File: src/rtl/zpura_timer_pkg.sv
// Shared definitions for the zpura multi-channel countdown timer.
// Contents:
//   - register offsets (address[3:2]) within a 16-byte channel window
//   - CTRL bit positions
//   - ctrl_t packed control struct and a helper that extracts it from a bus word
package zpura_timer_pkg;

  localparam logic [1:0] REG_COUNT  = 2'd0;
  localparam logic [1:0] REG_RELOAD = 2'd1;
  localparam logic [1:0] REG_CTRL   = 2'd2;
  localparam logic [1:0] REG_STATUS = 2'd3;

  localparam int CTRL_ENABLE_BIT      = 0;
  localparam int CTRL_AUTO_RELOAD_BIT = 1;
  localparam int CTRL_IRQ_EN_BIT      = 2;

  typedef struct packed {
    logic irq_en;
    logic auto_reload;
    logic enable;
  } ctrl_t;

  // Pull the three CTRL fields out of a 32-bit write word; other bits are dropped.
  function automatic ctrl_t ctrl_from_word(input logic [31:0] w);
    ctrl_t c;
    c.enable      = w[CTRL_ENABLE_BIT];
    c.auto_reload = w[CTRL_AUTO_RELOAD_BIT];
    c.irq_en      = w[CTRL_IRQ_EN_BIT];
    return c;
  endfunction

endpackage

File: src/rtl/timer_channel.sv
// One countdown channel: COUNT, RELOAD, CTRL and the sticky expired flag.
// Ports:
//   clk, rst            clock, asynchronous active-high reset
//   tick                shared one-cycle prescaler tick
//   we_count/we_reload/we_ctrl/we_status   per-register write strobes
//   wdata[31:0]         write data from the bus
//   count, reload       register values (CNT_W bits)
//   ctrl                control fields
//   expired             sticky expiry flag
//   irq                 registered expired & irq_en
module timer_channel
  import zpura_timer_pkg::*;
#(
  parameter int CNT_W = 32
) (
  input  logic             clk,
  input  logic             rst,
  input  logic             tick,
  input  logic             we_count,
  input  logic             we_reload,
  input  logic             we_ctrl,
  input  logic             we_status,
  input  logic [31:0]      wdata,
  output logic [CNT_W-1:0] count,
  output logic [CNT_W-1:0] reload,
  output ctrl_t            ctrl,
  output logic             expired,
  output logic             irq
);

  localparam logic [CNT_W-1:0] CNT_ZERO = CNT_W'(0);
  localparam logic [CNT_W-1:0] CNT_ONE  = CNT_W'(1);

  logic [CNT_W-1:0] count_r;
  logic [CNT_W-1:0] count_next_s;
  logic [CNT_W-1:0] reload_r;
  ctrl_t            ctrl_r;
  logic             expired_r;
  logic             expired_next_s;
  logic             expire_evt_s;
  logic             irq_r;

  // Next COUNT value and expiry event; a bus write to COUNT overrides the tick
  // entirely, so a write landing on a tick never produces an expiry.
  always_comb begin
    count_next_s = count_r;
    expire_evt_s = 1'b0;
    if (we_count) begin
      count_next_s = wdata[CNT_W-1:0];
    end else if (tick && ctrl_r.enable) begin
      if (count_r > CNT_ONE) begin
        count_next_s = count_r - CNT_ONE;
      end else if (count_r == CNT_ONE) begin
        expire_evt_s = 1'b1;
        count_next_s = ctrl_r.auto_reload ? reload_r : CNT_ZERO;
      end else begin
        // COUNT==0 is parked: no change and no repeated expiry
        count_next_s = count_r;
      end
    end else begin
      count_next_s = count_r;
    end
  end

  // Sticky flag update: a same-cycle expiry beats the W1C clear.
  always_comb begin
    expired_next_s = expired_r;
    if (expire_evt_s) begin
      expired_next_s = 1'b1;
    end else if (we_status && wdata[0]) begin
      expired_next_s = 1'b0;
    end else begin
      expired_next_s = expired_r;
    end
  end

  // Channel state registers; irq follows the flag one cycle later.
  always_ff @(posedge clk or posedge rst) begin
    if (rst) begin
      count_r   <= CNT_ZERO;
      reload_r  <= CNT_ZERO;
      ctrl_r    <= ctrl_t'(3'b000);
      expired_r <= 1'b0;
      irq_r     <= 1'b0;
    end else begin
      count_r   <= count_next_s;
      if (we_reload) begin
        reload_r <= wdata[CNT_W-1:0];
      end
      if (we_ctrl) begin
        ctrl_r <= ctrl_from_word(wdata);
      end
      expired_r <= expired_next_s;
      irq_r     <= expired_r & ctrl_r.irq_en;
    end
  end

  assign count   = count_r;
  assign reload  = reload_r;
  assign ctrl    = ctrl_r;
  assign expired = expired_r;
  assign irq     = irq_r;

endmodule

File: src/rtl/multi_countdown_timer.sv
// Memory-mapped bank of NUM_CH countdown timers sharing one prescaled tick.
// Each channel occupies 16 bytes starting at BASE_ADR: COUNT, RELOAD, CTRL, STATUS(W1C).
// Ports:
//   clk, rst            clock, asynchronous active-high reset
//   wren, rd            write / read strobes
//   address[31:0]       byte address (bits [1:0] ignored)
//   data_in[31:0]       write data
//   data_out[31:0]      combinational read data, 0 when not reading or out of range
//   irq                 OR of irq_vec
//   irq_vec[NUM_CH-1:0] per-channel expired & irq_en (registered)
module multi_countdown_timer
  import zpura_timer_pkg::*;
#(
  parameter logic [31:0] BASE_ADR  = 32'h8008_0100,
  parameter int          NUM_CH    = 4,
  parameter int          CNT_W     = 32,
  parameter int          CLK_FQ_HZ = 50000000,
  parameter int          TICK_HZ   = 1000
) (
  input  logic              clk,
  input  logic              rst,
  input  logic              wren,
  input  logic              rd,
  input  logic [31:0]       address,
  input  logic [31:0]       data_in,
  output logic [31:0]       data_out,
  output logic              irq,
  output logic [NUM_CH-1:0] irq_vec
);

  localparam int               DIV       = CLK_FQ_HZ / TICK_HZ;
  localparam int               PRE_W     = (DIV > 1) ? $clog2(DIV) : 1;
  localparam logic [PRE_W-1:0] PRE_LAST  = PRE_W'(DIV - 1);
  localparam logic [PRE_W-1:0] PRE_ZERO  = PRE_W'(0);
  localparam logic [PRE_W-1:0] PRE_ONE   = PRE_W'(1);
  localparam logic [31:0]      WIN_BYTES = 32'(NUM_CH * 16);

  logic [PRE_W-1:0] presc_r;
  logic             tick_s;

  logic [31:0] offset_s;
  logic        hit_s;
  logic [3:0]  ch_sel_s;
  logic [1:0]  reg_sel_s;

  logic [NUM_CH-1:0][CNT_W-1:0] count_s;
  logic [NUM_CH-1:0][CNT_W-1:0] reload_s;
  ctrl_t [NUM_CH-1:0]           ctrl_s;
  logic [NUM_CH-1:0]            expired_s;
  logic [NUM_CH-1:0]            irq_s;
  logic [NUM_CH-1:0]            ch_hit_s;
  logic [NUM_CH-1:0][31:0]      rd_word_s;
  logic [31:0]                  rd_mux_s;

  // Free-running prescaler 0..DIV-1; bus writes never disturb it.
  always_ff @(posedge clk or posedge rst) begin
    if (rst) begin
      presc_r <= PRE_ZERO;
    end else if (tick_s) begin
      presc_r <= PRE_ZERO;
    end else begin
      presc_r <= presc_r + PRE_ONE;
    end
  end

  assign tick_s = (presc_r == PRE_LAST);

  // Unsigned subtraction wraps addresses below BASE_ADR to huge offsets,
  // so a single upper-bound compare covers both sides of the window.
  assign offset_s  = address - BASE_ADR;
  assign hit_s     = (offset_s < WIN_BYTES);
  assign ch_sel_s  = offset_s[7:4];
  assign reg_sel_s = address[3:2];

  for (genvar n = 0; n < NUM_CH; n++) begin : g_ch
    logic [31:0] word_s;

    assign ch_hit_s[n] = hit_s && (ch_sel_s == 4'(n));

    timer_channel #(
      .CNT_W(CNT_W)
    ) u_channel (
      .clk       (clk),
      .rst       (rst),
      .tick      (tick_s),
      .we_count  (wren && ch_hit_s[n] && (reg_sel_s == REG_COUNT)),
      .we_reload (wren && ch_hit_s[n] && (reg_sel_s == REG_RELOAD)),
      .we_ctrl   (wren && ch_hit_s[n] && (reg_sel_s == REG_CTRL)),
      .we_status (wren && ch_hit_s[n] && (reg_sel_s == REG_STATUS)),
      .wdata     (data_in),
      .count     (count_s[n]),
      .reload    (reload_s[n]),
      .ctrl      (ctrl_s[n]),
      .expired   (expired_s[n]),
      .irq       (irq_s[n])
    );

    // Zero-extended read word of the register selected in this channel.
    always_comb begin
      case (reg_sel_s)
        REG_COUNT:  word_s = 32'(count_s[n]);
        REG_RELOAD: word_s = 32'(reload_s[n]);
        REG_CTRL:   word_s = 32'(ctrl_s[n]);
        REG_STATUS: word_s = {31'd0, expired_s[n]};
        default:    word_s = 32'd0;
      endcase
    end

    assign rd_word_s[n] = word_s;
  end

  // One-hot channel select folded into an OR tree; no hit yields 0.
  always_comb begin
    rd_mux_s = 32'd0;
    for (int n = 0; n < NUM_CH; n++) begin
      rd_mux_s = rd_mux_s | (ch_hit_s[n] ? rd_word_s[n] : 32'd0);
    end
  end

  assign data_out = (rd && !wren) ? rd_mux_s : 32'd0;
  assign irq_vec  = irq_s;
  assign irq      = |irq_s;

endmodule
File: config.mk
export PLATFORM = sky130hd
export DESIGN_NAME = multi_countdown_timer
export DESIGN_NICKNAME = d
export VERILOG_FILES = /design/src/rtl/zpura_timer_pkg.sv /design/src/rtl/timer_channel.sv /design/src/rtl/multi_countdown_timer.sv
export SDC_FILE = /design/constraint.sdc
export NUM_CORES = 1
export LEC_CHECK = 0
export CORE_ASPECT_RATIO = 1.4
export CORE_MARGIN = 5
export CORE_UTILIZATION = 50
export CTS_CLUSTER_SIZE = 28
export DETAILED_ROUTE_END_ITERATION = 8
export PLACE_DENSITY = 0.71
export REMOVE_ABC_BUFFERS = 1
export SLEW_MARGIN = 5
export SYNTH_ARGS = -nofsm -noshare
export SYNTH_HDL_FRONTEND = slang
export SYNTH_HIERARCHICAL = 1
export SYNTH_SLANG_ARGS = --single-unit
File: constraint.sdc
create_clock -name clk -period 3 [get_ports clk]
set_clock_uncertainty 0.05 [all_clocks]
set_input_delay 0.3 -clock clk [delete_from_list [all_inputs] [get_ports clk]]
set_output_delay 0.3 -clock clk [all_outputs]
set_load 0.005 [all_outputs]
==> impl_metrics.csv <==
group,metric,value,unit
global_routing,track_usage,0.291,
die,dieArea,43500,um2
flow_run,maxCapViolCount,0,
synthesis,yosys_warnings,6,
synthesis,synthCells,1936,
worst_setup_path,setup.worst_path.start_class,"primary input",
drt,via_per_inst,6.62,
finish,fillers,3187,
die,io_pins,105,
worst_setup_path,reg2reg_depth,11,
finish,final_nets,2208,
drt,highest_layer,"met4",
synthesis,yosysMostFrequentCell,"dfrtp_1",
synthesis,ys_top_cells_by_area,"dfrtp_1 (37%), mux2_2 (8.2%), mux4_2 (7.1%), mux2i_1 (4.6%), nand2_1 (3.3%)",
timing,layout_min_cycle_time,2960,ps
global_routing,grt_pass1_vias,17400,
clock_network,holdBufCountCts,0,
drt,dr_wl_met2,32000,um
die,initial_core_util,0.503,
clock_network,cts_tree,"done",
worst_setup_path,cp-end-kind,"register",
timing,period_share,0.985,
power_and_ir_drop,p_switching,2.12,mW
timing,rsz0062_at_grt,"true",
drt,drt_first_iter_violations,1931,
power_and_ir_drop,powerDensity,372,nW/um2
drt,num_vias,17800,
synthesis,synthArstFlopShare,1.00,
die,coreArea,39200,um2
timing,slew-limit-headroom,0.436,
power_and_ir_drop,swShare,0.236,
synthesis,ys.flop_type,"dfrtp_1",
clock_network,clkTransAtPathRegs,60,ps
clock_network,clock_sinks,292,
power_and_ir_drop,power_frac_clock,0.486,
clock_network,htree_num_levels,1,
min_path,hold_class,"in -> async",
global_routing,grt_pass1_wl,99500,um
global_routing,grt_max_degree,70,
place,numPortBuffers,102,
timing,fin_ws,44.9,ps
worst_setup_path,cp_max_fo,5,
place,gp_congestion,0.964,
place,dp_hpwl,47500,um
synthesis,synth-edff-count,0,
synthesis,yosysTopAreaCell,"dfrtp_1",
finish,drive_above_1_share,0.306,
power_and_ir_drop,p_comb_frac,0.075,
clock_network,cts_buffers,31,
power_and_ir_drop,p_leak,9.88,nW
finish,area_growth_syn_to_layout,22.5,%
worst_setup_path,critical_path_class,"in -> reg",
drt,avgRoutedWirePerCell,24.5,um
clock_network,clockBufferDepth,3,
power_and_ir_drop,p_int,6.86,mW
worst_setup_path,required,3400,ps
finish,n_antenna_cell,0,
die,std_cell_rows,86,
drt,wl_met3,4640,um
synthesis,ys_seq_area_frac,0.371,
synthesis,syn_avg_cell_area,10.2,um2
drt,drt_pass1_iterations,5,
global_routing,grt_antenna_before_repair,0,
die,fp.dieW,178,um
power_and_ir_drop,seqPwrFrac,0.439,
timing,report.final.slew_viol_count,0,
status,status,"finished, final reports clean",
die,die_h,245,um
synthesis,ys_ff_latch,292,
synthesis,synth_common_cells,"dfrtp_1 (292), nand2_1 (171), mux2_2 (144)",
timing,final-hold-violation-count,0,
drt,drc,0,
clock_network,clk_latency,580,ps
timing,worstMarginPinSlew,844,ps
drt,routed_wl,65800,um
drt,detail-route-antenna-nets,0,
drt,drt-met1-wl,24200,um
synthesis,synth.distinct_cells,69,
timing,fmax,338,MHz
clock_network,cts-root-buf,"clkbuf_16",
synthesis,netlist_area,19700,um2
timing,setup_tns,0,ps
power_and_ir_drop,ir_drop,0.474,mV
timing,setup_violations,0,
global_routing,overflow,0,
synthesis,yosysTopAreaCellShare,0.371,
worst_setup_path,crit_arrival,3350,ps
place,place_ws,-741,ps
==> worst paths after layout <==
check | startpoint | endpoint | slack (ps)
min in group clk | presc_r[0] | presc_r[0] | 430
setup / recovery | address[15] | g_ch[0].u_channel/count[3] | 40
setup reg to reg | presc_r[10] | g_ch[0].u_channel/count[27] | 130
hold reg to reg | presc_r[0] | presc_r[0] | 430
max in group asynchronous | rst | g_ch[1].u_channel/reload[20] | 1890
hold / removal | rst | g_ch[3].u_channel/reload[5] | 300
==> what timing repair did <==
action                                  4_1_cts  5_1_grt
cloned                                        0        5
endpoints found under the setup margin       36      212
resized for setup                           117       79
pin swaps                                    16       21
setup buffers                                18       25
==> layer usage <==
layer	global-route usage	vias to the layer above
met4	0.177	0
met3	0.0279	248
met2	0.487	985
li1	-	7767
met1	0.362	8777
met5	0	-
==> kinds of logic after synthesis <==
logic type,synth area share
adders and majority gates,0.00628
and+or+nand+nor,0.184
DFF,0.371
xor gates and xnor gates,0.0462
AOI/OAI and AO/OA,0.146
muxes,0.199
buffers and inverters,0.0481
==> power groups by stage <==
stage | Combinational, mW | Sequential [mW] | Clock [mW]
finish | 0.674 | 3.94 | 4.36
floorplan | 0.211 | 4.01 | 0
global route | 0.705 | 3.93 | 4.58
CTS | 0.651 | 3.94 | 4.42
global placement | 0.608 | 4.01 | 0
detailed placement | 0.617 | 4.01 | 0
==> placed cells by master, fill, tap and decap left out, types with 10 or more instances in the layout <==
master / synthesis / final
a211o_1: 10 / 10
a211oi_1: 14 / 14
a21oi_1: 73 / 73
a22oi_1: 33 / 32
a22oi_2: 12 / 13
a31oi_1: 96 / 96
a31oi_2: 12 / 11
and3_1: 13 / 13
buf_12: 1 / 38
buf_2: 43 / 12
buf_4: 10 / 158
buf_6: 11 / 18
clkbuf_16: 0 / 34
clkbuf_2: 0 / 16
clkdlybuf4s50_1: 0 / 57
dfrtp_1: 292 / 292
dlymetal6s2s_1: 0 / 10
inv_1: 20 / 16
mux2_2: 144 / 144
mux2i_1: 90 / 89
mux4_2: 62 / 62
nand2_1: 171 / 171
nand3_1: 49 / 49
nand4_1: 29 / 29
nor2_1: 129 / 127
nor2b_1: 18 / 18
nor3_1: 40 / 32
nor3_2: 24 / 29
nor4_1: 56 / 44
nor4_2: 5 / 12
o21ai_0: 37 / 36
o221ai_1: 44 / 44
or3_1: 54 / 33
or3_4: 0 / 21
xnor2_1: 38 / 38
xor2_1: 66 / 66
==> layout make-up <==
type | instances | area, um2 | area share
Timing Repair Buffer | 318 | 3130 | 0.130
Multi-Input combinational cell | 1468 | 11800 | 0.489
Inverter | 20 | 76.3 | 0.00316
Clock inverter | 18 | 284 | 0.0118
Tap cell | 528 | 661 | 0.0274
Sequential cell | 292 | 7310 | 0.303
Clock buffer | 40 | 870 | 0.0360
==> sequential cells by signal, summed over array words and instances, names as in the netlist <==
signal,cells
g_ch.u_channel/count,128
g_ch.u_channel/ctrl,12
presc_r,16
g_ch.u_channel/irq,4
g_ch.u_channel/expired,4
g_ch.u_channel/reload,128
==> stage by stage <==
step           std cells  power (mW)  utilization  cell area (um2)  hold slack (ps)
2_1_floorplan       1778        4.22            -            18800              164
3_3_place_gp        2581        4.62        0.569            22300              411
3_5_place_dp        2581        4.63        0.569            22300              420
4_1_cts             2656        9.01        0.605            23700              329
5_1_grt             2684        9.22        0.616            24100              353
6_report            2684        8.98        0.616            24100              303
==> critical path: stages <==
cell and delay, ps:
clkdlybuf4s50_1 410, nor4_2 220, a41o_1 260, mux2i_1 90, or4_4 560, buf_6 150
buf_6 130, buf_6 130, nor4_4 270, buf_6 160, buf_4 130, or2_2 210
buf_4 180, o221ai_1 140
Power figures use the tool's default switching activity.
